--- config.mk ---
export PLATFORM = sky130hd
export DESIGN_NAME = popcount_seq_ctrl
export DESIGN_NICKNAME = d
export VERILOG_FILES = /design/src/rtl/popcount_pkg.sv /design/src/rtl/ones7_counter.sv /design/src/rtl/popcount_seq_ctrl.sv
export SDC_FILE = /design/constraint.sdc
export NUM_CORES = 1
export LEC_CHECK = 0
export CAP_MARGIN = 30
export CORE_MARGIN = 5
export CORE_UTILIZATION = 45
export CTS_CLUSTER_DIAMETER = 200
export DETAILED_ROUTE_END_ITERATION = 7
export GPL_ROUTABILITY_DRIVEN = 0
export GPL_TIMING_DRIVEN = 0
export PLACE_DENSITY = 0.7
export SYNTH_ARGS = -nofsm -noshare
export SYNTH_HDL_FRONTEND = slang
export SYNTH_SLANG_ARGS = --single-unit
--- constraint.sdc ---
create_clock -name clk -period 6.8 [get_ports clk]
set_clock_uncertainty 0.15 [all_clocks]
set_input_delay 2.04 -clock clk [delete_from_list [all_inputs] [get_ports clk]]
set_output_delay 2.04 -clock clk [all_outputs]
set_load 0.02 [all_outputs]
--- src/rtl/popcount_pkg.sv ---
// -----------------------------------------------------------------------------
// popcount_pkg
// Shared types, constants and helpers for the time-shared popcount sequencer.
//   state_t  : sequencer FSM states (IDLE, RUN, DONE)
//   CHUNK_W  : width of one chunk fed to the shared ones counter (7)
//   cw_of()  : result width needed to hold a count of 0..7*nchunk
//   fa_sum() / fa_carry() : 3-input ones counter (full adder) bits
// -----------------------------------------------------------------------------
package popcount_pkg;

    typedef enum logic [1:0] {
        IDLE = 2'd0,
        RUN  = 2'd1,
        DONE = 2'd2
    } state_t;

    localparam int CHUNK_W = 7;

    function automatic int cw_of(input int nchunk);
        return $clog2(CHUNK_W * nchunk + 1);
    endfunction

    // Full adder viewed as a 3-input ones counter: {carry, sum} = a + b + c.
    function automatic logic fa_sum(input logic a, input logic b, input logic c);
        return a ^ b ^ c;
    endfunction

    function automatic logic fa_carry(input logic a, input logic b, input logic c);
        return (a & b) | (a & c) | (b & c);
    endfunction

endpackage

--- src/rtl/ones7_counter.sv ---
// -----------------------------------------------------------------------------
// ones7_counter
// Purely combinational 7-bit to 3-bit ones counter built from full adders.
// Ports:
//   bits_i  [6:0]  input word
//   ones_o  [2:0]  number of set bits in bits_i (0..7)
// -----------------------------------------------------------------------------
module ones7_counter
    import popcount_pkg::*;
(
    input  logic [6:0] bits_i,
    output logic [2:0] ones_o
);

    // First level: two full adders compress bits 0..5 into two weight-1 sums
    // and two weight-2 carries.
    logic [1:0] lvl1_sum;
    logic [1:0] lvl1_carry;

    for (genvar gi = 0; gi < 2; gi++) begin : g_lvl1
        assign lvl1_sum[gi]   = fa_sum  (bits_i[3*gi], bits_i[3*gi+1], bits_i[3*gi+2]);
        assign lvl1_carry[gi] = fa_carry(bits_i[3*gi], bits_i[3*gi+1], bits_i[3*gi+2]);
    end

    // Second level: the weight-1 sums plus bit 6 give the LSB and a third
    // weight-2 carry; the three weight-2 carries then give bits 1 and 2.
    logic lvl2_carry;

    assign ones_o[0]  = fa_sum  (lvl1_sum[0], lvl1_sum[1], bits_i[6]);
    assign lvl2_carry = fa_carry(lvl1_sum[0], lvl1_sum[1], bits_i[6]);
    assign ones_o[1]  = fa_sum  (lvl1_carry[0], lvl1_carry[1], lvl2_carry);
    assign ones_o[2]  = fa_carry(lvl1_carry[0], lvl1_carry[1], lvl2_carry);

endmodule

--- src/rtl/popcount_seq_ctrl.sv ---
// -----------------------------------------------------------------------------
// popcount_seq_ctrl
// Population count of a DW = 7*NCHUNK bit word using one shared 7-bit ones
// counter, one chunk per clock, with a start/ready/busy/done handshake.
// Ports:
//   clk      system clock, rising edge
//   rst      synchronous active-high reset
//   start    request a count (accepted only while ready)
//   data_in  operand, sampled in the accepting cycle
//   ready    high in IDLE
//   busy     high while chunks are counted
//   done     one-cycle pulse when count is fresh
//   count    last completed result, held until the next completion
// Build option: define POPCOUNT_EARLY_EXIT_EN to finish as soon as the
// remaining (unshifted) chunks are all zero; otherwise latency is fixed.
// -----------------------------------------------------------------------------
module popcount_seq_ctrl
    import popcount_pkg::*;
#(
    parameter  int NCHUNK = 4,
    localparam int DW     = CHUNK_W * NCHUNK,
    localparam int CW     = cw_of(NCHUNK)
) (
    input  logic          clk,
    input  logic          rst,
    input  logic          start,
    input  logic [DW-1:0] data_in,
    output logic          ready,
    output logic          busy,
    output logic          done,
    output logic [CW-1:0] count
);

    localparam int IDX_W = (NCHUNK > 1) ? $clog2(NCHUNK) : 1;

    state_t            state_q, state_d;
    logic [DW-1:0]     shreg_q, shreg_d;
    logic [IDX_W-1:0]  idx_q, idx_d;
    logic [CW-1:0]     acc_q, acc_d;
    logic [CW-1:0]     count_q, count_d;

    logic [2:0]        chunk_ones;
    logic [DW-1:0]     shreg_shifted;
    logic [CW-1:0]     acc_sum;
    logic              last_chunk;

    ones7_counter u_ones7 (
        .bits_i (shreg_q[CHUNK_W-1:0]),
        .ones_o (chunk_ones)
    );

    assign shreg_shifted = shreg_q >> CHUNK_W;
    assign acc_sum       = acc_q + CW'(chunk_ones);

    always_comb begin
        last_chunk = (idx_q == IDX_W'(NCHUNK - 1));
`ifdef POPCOUNT_EARLY_EXIT_EN
        // Nothing left to count once the remaining chunks are all zero.
        last_chunk = last_chunk || (shreg_shifted == '0);
`endif
    end

    always_comb begin
        state_d = state_q;
        shreg_d = shreg_q;
        idx_d   = idx_q;
        acc_d   = acc_q;
        count_d = count_q;
        case (state_q)
            IDLE: begin
                if (start) begin
                    shreg_d = data_in;
                    idx_d   = '0;
                    acc_d   = '0;
                    state_d = RUN;
                end
            end
            RUN: begin
                shreg_d = shreg_shifted;
                acc_d   = acc_sum;
                idx_d   = idx_q + IDX_W'(1);
                if (last_chunk) begin
                    // count includes this cycle's chunk, so use the sum, not acc_q.
                    count_d = acc_sum;
                    state_d = DONE;
                end
            end
            DONE: begin
                state_d = IDLE;
            end
            default: begin
                state_d = IDLE;
            end
        endcase
    end

    always_ff @(posedge clk) begin
        if (rst) begin
            state_q <= IDLE;
            shreg_q <= '0;
            idx_q   <= '0;
            acc_q   <= '0;
            count_q <= '0;
        end else begin
            state_q <= state_d;
            shreg_q <= shreg_d;
            idx_q   <= idx_d;
            acc_q   <= acc_d;
            count_q <= count_d;
        end
    end

    assign ready = (state_q == IDLE);
    assign busy  = (state_q == RUN);
    assign done  = (state_q == DONE);
    assign count = count_q;

endmodule

==> reports/qor.yml <==
run_status:
  status: "finished clean"
floorplan:
  ios: 39
  die_y_um: 79.80
  dieWidth_um: 79.80
  core_sq_um: 4723
  initial_core_util_pct: 46.41
  dieArea_sq_um: 6367
  rows: 25
synthesis:
  synth_area_per_cell_sq_um: 8.947
  synth_most_common_cell: "dfxtp_1"
  synth_area_leader_cell: "dfxtp_1"
  yosysWarnings: 0
  yosysTopAreaCellShare_pct: 38.36
  yosys-top-cells-count: "dfxtp_1 (42), nor2_1 (33), nand2b_1 (22)"
  synthesis.area_sq_um: 2192
  ys_seq_area_share_pct: 38.36
  yosys-top-cells-area: "dfxtp_1 (38%), or3b_1 (8.4%), nand2b_1 (6.3%), nor2_1 (5.7%), a21oi_1 (4.6%)"
  synth-edff-count: 0
  ys_ff_latch: 42
  async_reset_ff_share_pct: 0
  synth_flop_cell: "dfxtp_1"
  synthDistinctLibCells: 38
  netlist_instances: 245
  syn-num-nets: 286
drt:
  vias: 1844
  drt_pass1_iterations: 4
  viasPerCell: 5.165
  drtAntennaViolNets: 0
  drt_iter0_markers: 101
  drcViolationCount: 0
  drt_wl_total_um: 5067
  post_drt_wl_per_cell_um: 14.19
cells_and_area:
  multiInputGateArea_sq_um: 1187
  diodes: 0
  area.sequential_sq_um: 840.8
  fillers: 446
  area_growth_syn_to_layout_pct: 25.74
  nNetsFinal: 330
  layout-drive-gt1-share_pct: 10.00
placed_design:
  portBuffers: 37
  place.detailed.hpwl_um: 3717
setup_path:
  slowest_stage: "clkdlybuf4s50_1"
  rr_startpoint: "shreg_q[0]"
  critPathTopFamily: "buffers and inverters"
  rrSetupSlack_ns: 3.82
  rr_endpoint: "count[4]"
  critPathBufInv: 3
  critPathKind: "flip-flop to primary output"
  cp_max_fo: 10
  worstPathRequired_ns: 4.61
  critical-path-max-stage-delay_ns: 0.63
  reg2reg_depth: 11
  cp-end-kind: "primary output"
  arrival_ns: 2.02
  crit_chain: "buf_6, clkbuf_1, nor2b_1, clkdlybuf4s50_1"
  startpoint_type: "flip-flop"
clock_network:
  cts_resized: 0
  ctsRootBufferMaster: "clkbuf_8"
  path_clk_slew_ns: 0.08
  cts_sinks: 42
  cts_tree: "yes"
  cts_buffers: 5
  cts_max_level: 2
  clock_path_buffers: 2
  clk_latency_ns: 0.29
  postCtsSetupBuffers: 0
  hold_buffers: 0
hold_path:
  min_path_type: "flip-flop to flip-flop"
  hp-start: "idx_q[0]"
  min_delay_path_depth: 1
  hold_end: "idx_q[0]"
global_route:
  antenna_found_initial: 0
  grt_pass1_wl_um: 8542
  grt_pass1_vias: 1795
  track_usage_pct: 17.26
  grt.overflow.total: 0
  grt_start_max_net_pins: 13
pwr:
  ir_worst_vdd_uv: 117.8
  p_leak_nw: 1.081
  power_per_cell_area_nw_per_um2: 215.5
  totalPowerFinal_mw: 0.5939
sta:
  whs_ns: 0.3288
  hold_viol_final: 0
  final.setup.tns_ns: 0
  min_period_over_period_pct: 61.94
  worstMarginPinSlew_ns: 0.5605
  grt_setup_unrepaired: "false"
  drv_slew: 0
  finalSetupViolations: 0
  fmax_mhz: 237.4
  relSlewSlack_pct: 62.63
  fin_crit_ns: 4.212
job:
  drv_cap: 0
cell usage in the layout, fill, tap and decap left out, drive strengths merged, types with 2 or more instances in the layout:
cell and count:
clkdlybuf4s50 37, clkbuf 17, nor3 15, a21oi 22, a211oi 9, nand3 2, a22oi 11, dfxtp 42
buf 11, nand2 3, ha 5, nand4 2, or3b 21, inv 12, nor2 33, mux2i 3
nor2b 4, fa 5, nand2b 22
power by group:
group / switching [mW] / total, mW / internal [mW]
Combinational: 0.0691 / 0.135 / 0.0656
Clock: 0.0846 / 0.187 / 0.103
Sequential: 0.00867 / 0.272 / 0.263
worst max-delay path by stage:
stage	cells past startpoint	startpoint	end	slack [ns]
floorplan	3	state_q[1]	done	3.50
global placement	4	state_q[1]	done	2.93
detailed placement	4	state_q[1]	done	2.92
CTS	4	state_q[1]	done	2.59
global route	4	state_q[1]	done	2.48
finish	4	state_q[1]	done	2.59
state kept, by name, indices dropped and copies added, names as in the netlist:
| register | flops |
|---|---|
| shreg_q | 28 |
| count | 5 |
| idx_q | 2 |
| state_q | 2 |
| acc_q | 5 |
metrics by stage:
| stage | instance area, sq um | cells | util, % | setup WS [ns] |
|---|---|---|---|---|
| floorplan | 2192 | 245 | - | 3.505 |
| global placement | 2646 | 349 | 56.03 | 2.932 |
| detailed placement | 2646 | 349 | 56.03 | 2.920 |
| CTS | 2756 | 357 | 58.36 | 2.588 |
| global route | 2756 | 357 | 58.36 | 2.479 |
| finish | 2756 | 357 | 58.36 | 2.588 |
routing by layer:
layer,GRT usage (%),up-vias,share of wire (%)
met5,0,-,0
met4,3.547,0,0.37
met3,4.176,2,6.7
met2,28.88,47,48
met1,22.60,870,45
li1,-,925,-
kinds of logic (layout without fill, tap and decap cells):
logic type | count (synthesis) | count (layout) | synth area share [%]
buffers and inverters | 32 | 77 | 7.477
AO/OA/AOI/OAI | 50 | 50 | 15.41
flip-flops | 42 | 42 | 38.36
multiplexers | 3 | 3 | 1.370
AND/OR/NAND/NOR | 107 | 107 | 29.57
XOR/XNOR | 1 | 1 | 0.3996
adder cells (fa/ha/maj) | 10 | 10 | 7.420
final cells by class:
class                   count  area share [%]
multi-input cells         171           43.08
plain buffers              20           4.312
inverters                  12           1.634
repair buffers             37           13.44
flip-flops and latches     42           30.50
well taps                  67           3.041
clock buffers               8           3.995
worst reg2reg max path, cell delays in order, from the launching register on:
cell and delay [ns]:
dfxtp_1 0.32, inv_1 0.07, fa_1 0.48, inv_1 0.09, fa_1 0.16, inv_1 0.05, fa_1 0.48, inv_1 0.07
fa_1 0.44, a21o_1 0.20, a32oi_1 0.24, a211oi_2 0.11
Note: power is estimated with default switching activity, not from simulation.
